## config.mk

```make
export PLATFORM = sky130hd
export DESIGN_NAME = bcd_scan_display
export DESIGN_NICKNAME = d
export VERILOG_FILES = /design/src/rtl/bcd_scan_display.sv
export SDC_FILE = /design/constraint.sdc
export NUM_CORES = 1
export LEC_CHECK = 0
export ABC_AREA = 0
export CAP_MARGIN = 10
export CORE_MARGIN = 2
export CORE_UTILIZATION = 55
export CTS_BUF_LIST = sky130_fd_sc_hd__clkbuf_4
export DETAILED_ROUTE_END_ITERATION = 6
export DONT_BUFFER_PORTS = 1
export PLACE_DENSITY_LB_ADDON = 0.25
export SLEW_MARGIN = 20
export SYNTH_ARGS = -nofsm -noshare
export SYNTH_HDL_FRONTEND = slang
export SYNTH_SLANG_ARGS = --single-unit
```

## constraint.sdc

```tcl
create_clock -name clk -period 1.7 [get_ports clk]
set_input_delay 0.085 -clock clk [delete_from_list [all_inputs] [get_ports clk]]
set_output_delay 0.085 -clock clk [all_outputs]
set_load 0.02 [all_outputs]
```

## src/rtl/bcd_scan_display.sv

```systemverilog
// Binary-to-BCD converter (sequential double-dabble, one bit per clock) feeding a
// time-multiplexed common-cathode 7-segment display with optional leading-zero blanking.
module bcd_scan_display #(
    parameter int WIDTH    = 8,
    parameter int DIGITS   = 3,
    parameter int SCAN_DIV = 1024,
    parameter int BLANK_LZ = 1
) (
    input  logic                  clk,
    input  logic                  rst_n,
    input  logic [WIDTH-1:0]      value,
    input  logic                  load,
    output logic                  busy,
    output logic                  bcd_valid,
    output logic [4*DIGITS-1:0]   bcd,
    output logic [6:0]            segments,
    output logic [DIGITS-1:0]     digit_en
);

    localparam int BCD_W = 4 * DIGITS;
    localparam int SR_W  = BCD_W + WIDTH;
    localparam int CNT_W = (WIDTH > 1) ? $clog2(WIDTH) : 1;
    localparam int PRE_W = (SCAN_DIV > 1) ? $clog2(SCAN_DIV) : 1;
    localparam int IDX_W = (DIGITS > 1) ? $clog2(DIGITS) : 1;

    typedef enum logic [0:0] {
        S_IDLE,
        S_CONVERT
    } state_t;

    state_t             state_q;
    logic [SR_W-1:0]    sr_q;
    logic [SR_W-1:0]    adj_sr;
    logic [SR_W-1:0]    sr_d;
    logic [CNT_W-1:0]   cnt_q;
    logic               busy_q;
    logic               valid_q;
    logic [BCD_W-1:0]   bcd_q;

    logic [PRE_W-1:0]   presc_q;
    logic [IDX_W-1:0]   idx_q;
    logic [DIGITS-1:0]  en_q;
    logic [DIGITS-1:0]  en_d;
    logic [6:0]         seg_q;
    logic [6:0]         seg_d;
    logic [DIGITS-1:0]  lz;
    logic [3:0]         cur_nib;
    logic               cur_lz;

    function automatic logic [6:0] seg_map(input logic [3:0] n);
        case (n)
            4'd0:    seg_map = 7'h3F;
            4'd1:    seg_map = 7'h06;
            4'd2:    seg_map = 7'h5B;
            4'd3:    seg_map = 7'h4F;
            4'd4:    seg_map = 7'h66;
            4'd5:    seg_map = 7'h6D;
            4'd6:    seg_map = 7'h7D;
            4'd7:    seg_map = 7'h07;
            4'd8:    seg_map = 7'h7F;
            4'd9:    seg_map = 7'h6F;
            default: seg_map = 7'h00;
        endcase
    endfunction

    // One double-dabble step: correct every BCD nibble, then shift the whole register.
    assign adj_sr[WIDTH-1:0] = sr_q[WIDTH-1:0];
    generate
        for (genvar gi = 0; gi < DIGITS; gi++) begin : g_adj
            assign adj_sr[WIDTH+4*gi +: 4] = (sr_q[WIDTH+4*gi +: 4] >= 4'd5)
                                           ? sr_q[WIDTH+4*gi +: 4] + 4'd3
                                           : sr_q[WIDTH+4*gi +: 4];
        end
    endgenerate
    assign sr_d = {adj_sr[SR_W-2:0], 1'b0};

    // The final step writes the display register directly, so the cycle that shows
    // bcd_valid is already idle and can accept the next load.
    always_ff @(posedge clk) begin
        if (!rst_n) begin
            state_q <= S_IDLE;
            sr_q    <= '0;
            cnt_q   <= '0;
            busy_q  <= 1'b0;
            valid_q <= 1'b0;
            bcd_q   <= '0;
        end else begin
            valid_q <= 1'b0;
            case (state_q)
                S_IDLE: begin
                    if (load) begin
                        sr_q    <= {{BCD_W{1'b0}}, value};
                        cnt_q   <= CNT_W'(WIDTH - 1);
                        busy_q  <= 1'b1;
                        state_q <= S_CONVERT;
                    end
                end
                S_CONVERT: begin
                    sr_q  <= sr_d;
                    cnt_q <= cnt_q - 1'b1;
                    if (cnt_q == '0) begin
                        bcd_q   <= sr_d[SR_W-1 -: BCD_W];
                        valid_q <= 1'b1;
                        busy_q  <= 1'b0;
                        state_q <= S_IDLE;
                    end
                end
                default: state_q <= S_IDLE;
            endcase
        end
    end

    // lz[i]: digit i and every digit above it are zero.
    generate
        for (genvar gi = 0; gi < DIGITS; gi++) begin : g_lz
            if (gi == DIGITS - 1) begin : g_top
                assign lz[gi] = (bcd_q[4*gi +: 4] == 4'd0);
            end else begin : g_mid
                assign lz[gi] = lz[gi+1] && (bcd_q[4*gi +: 4] == 4'd0);
            end
            assign en_d[gi] = (idx_q == IDX_W'(gi));
        end
    endgenerate

    always_comb begin
        cur_nib = 4'd0;
        cur_lz  = 1'b0;
        for (int i = 0; i < DIGITS; i++) begin
            if (idx_q == IDX_W'(i)) begin
                cur_nib = bcd_q[4*i +: 4];
                cur_lz  = lz[i];
            end
        end
        seg_d = seg_map(cur_nib);
        if ((BLANK_LZ != 0) && (idx_q != '0) && cur_lz) begin
            seg_d = 7'h00;
        end
    end

    always_ff @(posedge clk) begin
        if (!rst_n) begin
            presc_q <= '0;
            idx_q   <= '0;
            en_q    <= DIGITS'(1);
            seg_q   <= 7'h00;
        end else begin
            en_q  <= en_d;
            seg_q <= seg_d;
            if (presc_q == PRE_W'(SCAN_DIV - 1)) begin
                presc_q <= '0;
                idx_q   <= (idx_q == IDX_W'(DIGITS - 1)) ? '0 : idx_q + 1'b1;
            end else begin
                presc_q <= presc_q + 1'b1;
            end
        end
    end

    assign busy      = busy_q;
    assign bcd_valid = valid_q;
    assign bcd       = bcd_q;
    assign segments  = seg_q;
    assign digit_en  = en_q;

endmodule
```

After elaboration in Yosys (flattened, before gate mapping)

Memory sizes are Yosys's and may differ from the RTL's. A register that Yosys moved wholly into a read port is not among the register bits.
Index checks and enable logic that the tools add are counted.

Bits in read-only memories: 112
Bits of input ports: 11
Memories: 1
Register bits after elaboration: 53

Bitwise logic cells: 2
Reductions and logical operators: 14
Muxes and demuxes: 21
$lt $le $gt $ge: 3
Equal/unequal tests: 5
$add $sub $neg: 6

Memory list:

| memory           | words | width | read ports | clocked after Yosys merged registers in | write ports | RTL line | source |
|---|---|---|---|---|---|---|---|
| (name not given) | 16    | 7     | 1          | 1                                       | 0           | 51       | `case (n)` |

Operator list:

| kind                                                               | count |
|---|---|
| case mux 20 bit (2 select lines)                                   | 1 |
| two-way mux 20 bit                                                 | 1 |
| two-way mux 4 bit                                                  | 5 |
| greater-or-equal comparator 4 x 3 -> 1 bit (second input constant) | 3 |
| zero test 4 bit                                                    | 3 |
| adder 10 x 1 -> 10 bit (second input constant)                     | 1 |
| equality test 10 bit (second input constant)                       | 1 |
| adder 4 x 2 -> 4 bit (second input constant)                       | 2 |
| two-way mux 1 bit                                                  | 8 |
| two-way mux 3 bit                                                  | 2 |
| case mux 3 bit (2 select lines)                                    | 1 |
| AND reduction 2 bit                                                | 3 |
| case mux 1 bit (2 select lines)                                    | 2 |
| OR reduction 2 bit                                                 | 2 |
| adder 3 x 2 -> 3 bit (second input constant)                       | 1 |
| logical AND 1 bit                                                  | 3 |
| zero test 3 bit                                                    | 1 |
| subtractor 3 x 1 -> 3 bit (second input constant)                  | 1 |
| adder 2 x 1 -> 2 bit (second input constant)                       | 1 |
| equality test 2 x 1 -> 1 bit (second input constant)               | 1 |
| equality test 2 bit (second input constant)                        | 1 |
| zero test 2 bit                                                    | 1 |
| two-way mux 2 bit                                                  | 1 |
| inequality test 2 x 1 -> 1 bit (second input constant)             | 1 |
| 3 further kinds                                                    | 4 |

Logic depth before layout (Yosys ltp)

Gate-level depths: netlist of the first run.

Word-level depth: 8
Mapped depth: 9
Gate-level depth less buffers: 8

Worst setup path before layout of the first run

Ideal clock, no wire load.

Path kind: flip-flop to flip-flop
Start point: register sr_q[12]
End point: register sr_q[14]
Required time: 1.635 ns
Arrival: 1.557 ns
Library setup time: 0.065 ns
Clock period less this slack: 1.622 ns
Stages on the path, launching flop included: 8
Path slack: 0.078 ns
Cell sequence: dfxtp_1 > inv_1 > ha_1 > nand2b_1 > a21oi_1 > mux2_2 > mux2_2 > nor2_1

Longest elaborated chain between the ends: 3
Elaborated cells on any way between the ends: 4
Classes of those cells: add/sub (1); order compare (1); mux (2)

Ends and longest elaborated chain:

| item                                                                                      | RTL line | source |
|---|---|---|
| start, declared                                                                           | 32       | `logic [SR_W-1:0] sr_q;` |
| start signal, assigned                                                                    | 92       | `sr_q <= {{BCD_W{1'b0}}, value};` |
| start signal, assigned                                                                    | 99       | `sr_q <= sr_d;` |
| adder 4 x 2 -> 4 bit / greater-or-equal comparator 4 x 3 -> 1 bit (equally long branches) | 71, 70   |  |
| two-way mux 4 bit *                                                                       | 71       | `? sr_q[WIDTH+4*gi +: 4] + 4'd3` |
| case mux 20 bit (2 select lines) *                                                        | 89       | `case (state_q)` |

Mark *: on every way between the ends. The rest lies on a longest branch, timed or not.
A chain may end at the register's enable or synchronous reset.

Worst setup path in the final report of the first run

Start point: register idx_q[0]
End point: register seg_q[5], in the netlist segments[5]

Longest elaborated chain between the ends: 6
Elaborated cells on any way between the ends: 12
Classes of those cells: eq/ne (2); mux (6); reduce/logical (4)

Ends and longest elaborated chain:

| item                                | RTL line | source |
|---|---|---|
| start, declared                     | 41       | `logic [IDX_W-1:0] idx_q;` |
| start signal, assigned              | 151      | `idx_q <= (idx_q == IDX_W'(DIGITS - 1)) ? '0 : idx_q + 1'b1;` |
| zero test 2 bit                     | 129      | `if (idx_q == IDX_W'(i)) begin` |
| two-way mux 1 bit (3 in a row)      | 129      |  |
| logical AND 1 bit                   | 135      | `if ((BLANK_LZ != 0) && (idx_q != '0) && cur_lz) begin` |
| OR reduction 2 bit (no source line) | --       |  |
| end, declared                       | 44       | `logic [6:0] seg_q;` |

Parallel ways exist; a longest one is shown, timed or not.

==> results of run 1 <==
-- worst max-delay path, cell delays in order (launching register included) --
cell and delay, ns:
dfxtp_4 0.38, buf_4 0.14, mux2_4 0.31, a22oi_4 0.26, nand2_2 0.09, or2_4 0.26, a21oi_1 0.14
-- flip-flops by register name, summed over array words and instances (netlist names) --
| signal | count |
|---|---|
| bcd_valid | 1 |
| busy | 1 |
| digit_en | 3 |
| bcd | 12 |
| segments | 7 |
| idx_q | 2 |
| presc_q | 10 |
| sr_q | 20 |
| cnt_q | 3 |
| state_q | 1 |
-- kinds of logic (layout without fill, tap and decap cells) --
group / count (synthesis) / after routing
mux: 17 / 17
buf+inv: 29 / 68
xor+xnor: 11 / 11
simple gates: 108 / 108
fa+ha+maj: 15 / 15
compound gates: 69 / 69
flops: 60 / 60
-- routing by layer --
layer | vias up | share of wire, % | GRT usage, %
met4 | 0 | 1.3 | 8.93
met1 | 1046 | 46 | 27.6
li1 | 1123 | - | -
met3 | 9 | 4.5 | 7.76
met2 | 35 | 48 | 35.1
met5 | - | 0 | 0
-- layout make-up --
cell class                 instances  area, um^2
clock inverter                     7        67.6
multi-input combinational        220        1460
fill                             420        1490
inverter                          14        52.6
clock buffer                       9        67.6
tap                               67        83.8
timing repair buffer              38         313
sequential                        60        1210
-- power groups by stage --
stage,Clock (mW),Sequential (mW),Combinational (mW)
2_1_floorplan,0,1.51,0.139
3_3_place_gp,0,1.52,0.161
3_5_place_dp,0,1.52,0.166
4_1_cts,0.995,1.49,0.197
5_1_grt,1.06,1.50,0.227
6_report,0.971,1.49,0.202
-- layout by cell type (no fill, tap or decap), types with 5 or more instances in the layout --
| cell type | n |
|---|---|
| nand3_1 | 6 |
| inv_1 | 10 |
| nor3b_1 | 9 |
| ha_1 | 14 |
| a22o_1 | 5 |
| clkbuf_4 | 9 |
| dfxtp_2 | 6 |
| a21oi_1 | 30 |
| nor3_1 | 9 |
| xnor2_1 | 6 |
| dlygate4sd3_1 | 9 |
| nor2b_1 | 6 |
| o21ai_0 | 19 |
| nor2_1 | 38 |
| mux2i_1 | 12 |
| buf_4 | 28 |
| and2_1 | 5 |
| nand2b_1 | 5 |
| dfxtp_1 | 53 |
| xor2_1 | 5 |
| nand2_1 | 15 |
-- per-stage QoR --
stage / worst slack [ns] / area (um^2) / utilization [%]
final: 0.0574 / 3260 / 68.6
after global routing: -0.0365 / 3260 / 68.6
after CTS: 0.00377 / 3170 / 66.8
after detailed placement: -0.0681 / 2930 / 61.7
after global placement: 0.0507 / 2930 / 61.7
after floorplan: 0.0784 / 2750 / -
-- worst max path at each step --
stage | startpoint | end | slack (ns) | cells after the start
after floorplan | sr_q[12] | sr_q[14] | 0.08 | 7
after global placement | idx_q[0] | segments[6] | 0.05 | 7
after detailed placement | idx_q[0] | segments[5] | -0.07 | 7
after CTS | sr_q[9] | sr_q[10] | 0.004 | 7
after global routing | idx_q[0] | segments[6] | -0.04 | 7
final | idx_q[0] | segments[5] | 0.06 | 6
-- what timing repair did --
action	in CTS	in global routing
endpoints found under the hold margin	38	0
resized for setup	2	20
pin swaps	0	4
hold buffers	10	0
buffers inserted	0	5
setup endpoints to repair	4	13
==> results by group, run 1 <==
Synth
  – Post-synth EDFFs: 0
  – Sequential share of the synthesized area: 43.7%
  – Main combinational cell family by area after synthesis: simple AND/OR/NAND/NOR gates
  – Synth Cell Area: 2750 um^2
  – Synth top area cells: dfxtp_1 44%, ha_1 6.8%, a21oi_1 6.2%, nor2_1 5.3%, mux2i_1 4.4%
  – Synth Area in Adders: 6.83%
  – Cells after Synth: 309
  – Synth Area in XOR/XNOR: 3.51%
  – Share of the synthesized area in the top cell type: 43.7%
  – Most numerous cell in the Yosys netlist: dfxtp_1
  – Ys flop type: dfxtp_1
  – Synth Area in Compound Gates: 15.0%
  – Multiplexer area fraction after synthesis: 6.56%
  – Async S/R FF share, synth: 0%
  – Post-synthesis simple-gate area fraction: 19.9%
  – Yosys cell types: 43
  – Syn Nets: 335
  – Seq cells post-synth: 60
  – Ys Warns: 0
  – Post-synth top area cell: dfxtp_1
  – Syn Area/Cell: 8.89 um^2
  – Post-synth top cells: 60 x dfxtp_1, 39 x nor2_1, 34 x a21oi_1, 19 x o21ai_0

Timing
  – Final setup vio count: 0
  – Fin. max-slew vios: 0
  – Final Hold Fails: 0
  – Actual slew at the worst max-slew pin: 0.940 ns
  – Final Cycle Share: 96.6%
  – F_max: 0.609 GHz
  – Minimum clock period: 1.64 ns
  – Setup TNS: 0 ns
  – Clk_skew: 0.0108 ns
  – Tightest hold margin: 0.0209 ns
  – Rel. slew slack: 37.4%

Detailed routing
  – Vias/cell: 5.33
  – First DRT Iteration DRCs: 90
  – Initial DRT Pass Iterations: 4
  – Routed len/inst: 13.6 um
  – WL final: 5.65 mm
  – Routed Antenna Nets: 0
  – Via Count: 2213
  – DRC: 0

Placement
  – Post-DP HPWL: 3.78 mm
  – Inst Count DP: 384
  – IO Port Bufs: 0
  – Gp weighted congestion: 0.826

Worst setup path
  – Type of origin of the critical path: flop
  – CP endpoint kind: flop
  – Crit Reg-Reg Startpoint: idx_q[0]
  – Path depth of the worst reg2reg path: 6
  – Worst Path Arrival: 1.98 ns
  – WP data required: 2.04 ns
  – Crit path kind: flop to flop
  – FF-to-FF setup slack: 0.06 ns
  – Critical path peak fanout: 7
  – FF-to-FF End: segments[5]

Die
  – Rows: 25
  – Number of placed I/O pins: 35
  – Die Area: 5570 um^2
  – Initial Utilization: 57.8%
  – Die Span X: 74.7 um
  – DIE HEIGHT: 74.7 um
  – Core Footprint: 4750 um^2

Min path
  – Hold EP: bcd[8]
  – HP Class: input pin to flop
  – Hold_sp: rst_n
  – Hold Path Depth: 3

Global route
  – Antenna violations before repair: 0
  – First-pass GRT wire length: 9.14 mm
  – GRT Overall Usage: 22.1%
  – Vias in the first global route: 2027
  – Gr ovfl total: 0
  – Largest net degree at the start of global routing: 28

CTS
  – Clock insertion delay at the later pin of the skew report: 0.41 ns
  – CTS tree: built
  – Cts bufs inserted: 9
  – Clock transition at path regs: 0.11 ns
  – H-tree depth: 3
  – Clock Tree Buf Depth: 2
  – Root buffer cell: clkbuf_4
  – # clock sinks: 60

Power
  – LEAKAGE: 1.31 nW
  – P_int: 1.97 mW
  – Worst IR drop on VDD: 736 uV
  – Power per cell area: 816 nW/um^2
  – Clk network pwr share: 36.5%
  – Total power draw: 2.66 mW
  – Sw Pwr: 0.691 mW
  – Power share of the sequential group: 55.9%
  – Switching share of power: 26.0%
  – Logic pwr share: 7.6%

Cells and area
  – Final Instance Count excl. Fillers: 415
  – N_diodes: 0
  – Nets: 369
  – Area Overhead vs Synth: 18.7%
  – Layout cells sized above 1: 20.7%

Job
  – Max-cap viol count: 0

Status
  – Outcome: completed
No activity file was read; power rests on OpenSTA's default activity.
==> run 2: changes to the inputs <==
==> constraint.sdc (replaced) <==
create_clock -name clk -period 1.65 [get_ports clk]
set_input_delay 0.0825 -clock clk [delete_from_list [all_inputs] [get_ports clk]]
set_output_delay 0.0825 -clock clk [all_outputs]
set_load 0.02 [all_outputs]
==> run 2 against run 1 <==
  * Sequential power increased by 3%
  * Design area increased by 2.0%
  * Core utilization increased by 1.4 points
  * Wire length increased by 0.71%
  * Die area unchanged
==> results by group, run 2 (synthesis gave the netlist of run 1 again) <==
Detailed routing
  – Routed Antenna Nets: 0
  – WL final: 5.69 mm
  – Vias/cell: 5.23
  – Metal2 WL: 2.64 mm
  – First DRT Iteration DRCs: 68
  – Initial DRT Pass Iterations: 4
  – Via Count: 2209
  – DRC: 0
  – Met3 routed WL: 267 um
  – WL met1: 2.69 mm
  – Uppermost layer routed: met4
  – Routed len/inst: 13.5 um

Timing
  – Worst setup margin: 0.0269 ns
  – Clk_skew: 0.00945 ns
  – F_max: 0.616 GHz
  – Actual slew at the worst max-slew pin: 0.982 ns
  – Rel. slew slack: 34.5%
  – Fin. max-slew vios: 0
  – Final Hold Fails: 0
  – Final Cycle Share: 98.4%
  – Setup TNS: 0 ns
  – Minimum clock period: 1.62 ns
  – Final setup vio count: 0

Global route
  – Vias in the first global route: 2092
  – Gr ovfl total: 0
  – GRT Overall Usage: 21.9%
  – Antenna violations before repair: 0
  – First-pass GRT wire length: 9.28 mm
  – Largest net degree at the start of global routing: 31

Worst setup path
  – Crit-path cells: mux2i_1, nor2_1, a21o_1, buf_4, ha_1, nor2_2, o21ai_0, a21oi_1
  – CP endpoint kind: flop
  – FF-to-FF setup slack: 0.03 ns
  – Crit Reg-Reg Startpoint: idx_q[0]
  – Path depth of the worst reg2reg path: 8
  – Worst path max stage delay: 0.40 ns
  – FF-to-FF End: segments[5]
  – Worst Path Arrival: 1.94 ns
  – Critical path peak fanout: 6
  – Type of origin of the critical path: flop
  – Crit path kind: flop to flop
  – CP top delay family: compound AO/OA/AOI/OAI gates
  – Number of buffers and inverters on the critical path: 1
  – WP data required: 1.97 ns
  – Slowest cell on the critical path: dfxtp_4

Cells and area
  – Largest register by flop count: sr_q
  – Most common cell after layout, fill and taps aside: dfxtp_1
  – Max reg flops: 20
  – N_diodes: 0
  – Layout cells sized above 1: 24.2%
  – Commonest cells after routing, fill and taps aside: 54 x dfxtp_1, 37 x nor2_1, 35 x buf_4, 29 x a21oi_1, 17 x o21ai_0
  – Area Overhead vs Synth: 21.1%
  – Fin util: 69.9%
  – Nets: 376

Power
  – LEAKAGE: 1.36 nW
  – Worst IR drop on VDD: 511 uV
  – Power per cell area: 775 nW/um^2

Status
  – Outcome: completed

Min path
  – HP Class: input pin to flop
  – Hold EP: bcd[11]
  – Hold Path Depth: 3
  – Hold_sp: rst_n

Die
  – Core Footprint: 4750 um^2
  – Die Area: 5570 um^2
  – DIE HEIGHT: 74.7 um
  – Initial Utilization: 57.8%
  – Number of placed I/O pins: 35
  – Die Span X: 74.7 um
  – Rows: 25

Placement
  – Gp weighted congestion: 0.821
  – Post-DP HPWL: 3.74 mm
  – Worst slack, placed: -0.0597 ns
  – IO Port Bufs: 0

CTS
  – Clock Tree Buf Depth: 2
  – H-tree depth: 3
  – CTS tree: built
  – Root buffer cell: clkbuf_4
  – # clock sinks: 60
  – Cts bufs inserted: 9
  – Clock transition at path regs: 0.09 ns
  – Clock insertion delay at the later pin of the skew report: 0.39 ns

Job
  – Max-cap viol count: 0
[run 2: cell count changes in the layout (fill, tap and decap cells not counted), sizes merged]
cell and delta:
clkinv +2, buf +7, bufinv -1, clkbuf +3, clkinvlp -4
[run 2: per-layer routing]
metal  up-vias  track usage, %
li1       1137               -
met1      1016            27.2
met2        44            35.1
met3        12            8.17
met4         0            7.54
met5         -               0
[run 2: layout make-up]
| cell class | count | area (um^2) |
|---|---|---|
| well taps | 67 | 83.8 |
| multi-input cells | 220 | 1510 |
| clock inverters | 4 | 16.3 |
| flip-flops and latches | 60 | 1210 |
| fillers | 398 | 1430 |
| inverters | 14 | 52.6 |
| repair buffers | 45 | 365 |
| clock buffers | 12 | 90.1 |
[run 2: tightest hold or removal path: cells and delay by family]
| kind | cells | cell delay, ns |
|---|---|---|
| AND/OR/NAND/NOR | 1 | 0.18 |
| buffers and inverters | 1 | 0.03 |
| AO/OA/AOI/OAI | 1 | 0.10 |
[run 2: worst max path at each step]
stage	startpoint	end	slack [ns]	cells after the start
6_report	idx_q[0]	segments[5]	0.03	8
5_1_grt	idx_q[0]	segments[5]	-0.02	8
4_1_cts	idx_q[0]	segments[5]	-0.01	7
3_5_place_dp	idx_q[0]	segments[5]	-0.06	7
3_3_place_gp	sr_q[13]	sr_q[14]	0.02	7
2_1_floorplan	sr_q[12]	sr_q[14]	0.03	7
[run 2: what timing repair did]
action / 4_1_cts / 5_1_grt
hold buffers: 10 / 0
gates resized for setup: 3 / 31
buffers inserted: 1 / 4
pin swaps: 3 / 9
hold endpoints to repair: 39 / 0
endpoints found under the setup margin: 5 / 11
[run 2: power by group]
part	total (mW)	switching, mW	leakage, nW	internal, mW
Sequential	1.53	0.0406	0.492	1.49
Combinational	0.212	0.120	0.804	0.0923
Clock	0.835	0.490	0.0638	0.345
Total	2.58	0.651	1.36	1.93
[run 2: per-stage QoR]
step	std cells	hold WS, ns	total power [mW]	cell area (um^2)
after floorplan	309	0.278	1.70	2750
final	422	0.0418	2.58	3330
after global routing	422	0.0586	2.68	3330
after global placement	392	0.186	1.73	2990
after detailed placement	392	0.192	1.74	2990
after CTS	419	0.0175	2.59	3220
==> run 3: changes to the inputs <==
--- a/config.mk
+++ b/config.mk
@@ -9,7 +9,7 @@
 export CAP_MARGIN = 10
 export CORE_MARGIN = 2
 export CORE_UTILIZATION = 55
-export CTS_BUF_LIST = sky130_fd_sc_hd__clkbuf_4
+export CTS_BUF_LIST = sky130_fd_sc_hd__clkbuf_16
 export DETAILED_ROUTE_END_ITERATION = 6
 export DONT_BUFFER_PORTS = 1
 export PLACE_DENSITY_LB_ADDON = 0.25
==> run 3 against run 2 <==
  * The flow now finishes with violations (negative setup slack)
  * Sequential share of layout area decreased by 0.85 points
  * Total power increased by 28%
  * Count of clock-buffer cells in the layout decreased by 3
  * Flip-flop and latch count unchanged
  * Wire length increased by 3.1%
  * Design area increased by 2.2%
  * Largest power group is now clock
==> results by group, run 3 (synthesis gave the netlist of run 1 again) <==
Cells and area
  – Final Instance Count excl. Fillers: 414
  – Filler instances: 379
  – Largest register by flop count: sr_q
  – Commonest cells after routing, fill and taps aside: 56 x dfxtp_1, 37 x nor2_1, 33 x buf_4, 26 x a21oi_1
  – Nets: 368
  – Most common cell after layout, fill and taps aside: dfxtp_1
  – Layout cells sized above 1: 23.1%
  – Max reg flops: 20
  – Area Overhead vs Synth: 23.7%
  – N_diodes: 0

Power
  – Logic pwr share: 5.9%
  – Power per cell area: 968 nW/um^2
  – Sw Pwr: 0.738 mW
  – Worst IR drop on VDD: 1050 uV
  – Total power draw: 3.29 mW
  – LEAKAGE: 1.39 nW
  – P_int: 2.55 mW
  – Switching share of power: 22.4%
  – Power share of the sequential group: 46.7%
  – Clk network pwr share: 47.4%

CTS
  – CTS tree: built
  – Cts bufs inserted: 9
  – Clock Tree Buf Depth: 2
  – Root buffer cell: clkbuf_16
  – H-tree depth: 3
  – Clock transition at path regs: 0.05 ns
  – # clock sinks: 60
  – Clock insertion delay at the later pin of the skew report: 0.32 ns

Worst setup path
  – Crit Reg-Reg Startpoint: idx_q[0]
  – Critical Path End: segments[3]
  – FF-to-FF setup slack: -0.005 ns
  – WP data required: 1.86 ns
  – Worst Path Arrival: 1.87 ns
  – Path depth of the worst reg2reg path: 7
  – FF-to-FF End: segments[3]
  – Type of origin of the critical path: flop
  – CP Launch Point: idx_q[0]
  – CP endpoint kind: flop
  – Crit path kind: flop to flop
  – Critical path peak fanout: 6

Min path
  – HP Class: input pin to flop

Detailed routing
  – Vias/cell: 5.27
  – First DRT Iteration DRCs: 105
  – Routed Antenna Nets: 0
  – Initial DRT Pass Iterations: 4
  – DRC: 0
  – Routed len/inst: 14.2 um
  – WL final: 5.87 mm
  – Via Count: 2181

Die
  – Die Area: 5570 um^2
  – DIE HEIGHT: 74.7 um
  – Rows: 25
  – Initial Utilization: 57.8%
  – Core Footprint: 4750 um^2
  – Die Span X: 74.7 um
  – Number of placed I/O pins: 35

Timing
  – Setup TNS: -0.00549 ns
  – Fin. max-slew vios: 0
  – Worst setup margin: -0.00549 ns
  – Final Hold Fails: 0
  – Clk_skew: 0.00586 ns
  – Minimum clock period: 1.66 ns
  – Rel. slew slack: 67.3%
  – Final setup vio count: 1
  – Final Cycle Share: 100%
  – F_max: 0.604 GHz
  – Actual slew at the worst max-slew pin: 0.488 ns

Global route
  – Vias in the first global route: 2066
  – GRT Overall Usage: 22.7%
  – Gr ovfl total: 0
  – Largest net degree at the start of global routing: 31
  – First-pass GRT wire length: 9.43 mm
  – Antenna violations before repair: 0

Placement
  – Post-DP HPWL: 3.74 mm
  – Worst slack, placed: -0.0597 ns
  – IO Port Bufs: 0
  – Gp weighted congestion: 0.821
  – Inst Count DP: 392

Job
  – Max-cap viol count: 0

Status
  – Failing checks: negative setup slack
  – Outcome: complete, but fails checks
==> run 3: cell count changes in the layout (fill, tap and decap cells not counted), sizes merged <==
cell / delta
dlygate4sd3: -5
clkbuf: -3
inv: +3
buf: -2
dlymetal6s4s: -1
==> run 3: per-layer routing <==
layer | up-vias | part of all wire [%] | track usage, %
li1 | 1125 | - | -
met1 | 999 | 46 | 28.0
met2 | 46 | 47 | 36.1
met3 | 11 | 5.0 | 8.70
met4 | 0 | 1.5 | 8.73
met5 | - | 0 | 0
==> run 3: critical path: stages (launching register included) <==
cell and delay, ns:
dfxtp_4 0.38, mux2i_1 0.25, nor2_1 0.08, a21o_1 0.21, ha_1 0.31, nor2_1 0.05
o21ai_1 0.18, a21oi_2 0.08
==> run 3: per-stage QoR <==
stage | instance area [um^2] | utilization (%) | hold slack [ns]
floorplan | 2750 | - | 0.278
global placement | 2990 | 63.0 | 0.186
detailed placement | 2990 | 63.0 | 0.192
CTS | 3300 | 69.5 | 0.0337
global route | 3400 | 71.5 | 0.0394
finish | 3400 | 71.5 | 0.0349
==> run 3: layout make-up <==
type,instances,area [um^2],area share (%)
clock buffer,9,225,6.63
inverter,14,52.6,1.55
timing repair buffer,37,288,8.47
multi-input combinational,220,1510,44.5
clock inverter,7,27.5,0.810
tap,67,83.8,2.47
sequential,60,1210,35.6
==> run 3: how the worst min path moves through the flow <==
stage	slack (ns)	endpoint	cells after the start	startpoint
2_1_floorplan	0.28	sr_q[0]	2	value[0]
3_3_place_gp	0.19	digit_en[0]	1	rst_n
3_5_place_dp	0.19	digit_en[0]	1	rst_n
4_1_cts	0.03	sr_q[1]	4	value[1]
5_1_grt	0.04	state_q	2	rst_n
6_report	0.03	sr_q[6]	4	value[6]
==> run 3: power groups by stage <==
stage | registers [mW] | logic, mW | clock network, mW
after floorplan | 1.56 | 0.144 | 0
after global placement | 1.56 | 0.168 | 0
after detailed placement | 1.57 | 0.172 | 0
after CTS | 1.54 | 0.188 | 1.61
after global routing | 1.54 | 0.218 | 1.66
final | 1.54 | 0.194 | 1.56
==> run 3: timing repair <==
action                     4_1_cts  5_1_grt
setup buffers                    1        2
pin swaps                        1       10
hold buffers                     4        0
hold endpoints to repair        19        0
gates resized for setup          3       31
setup endpoints to repair        5       10
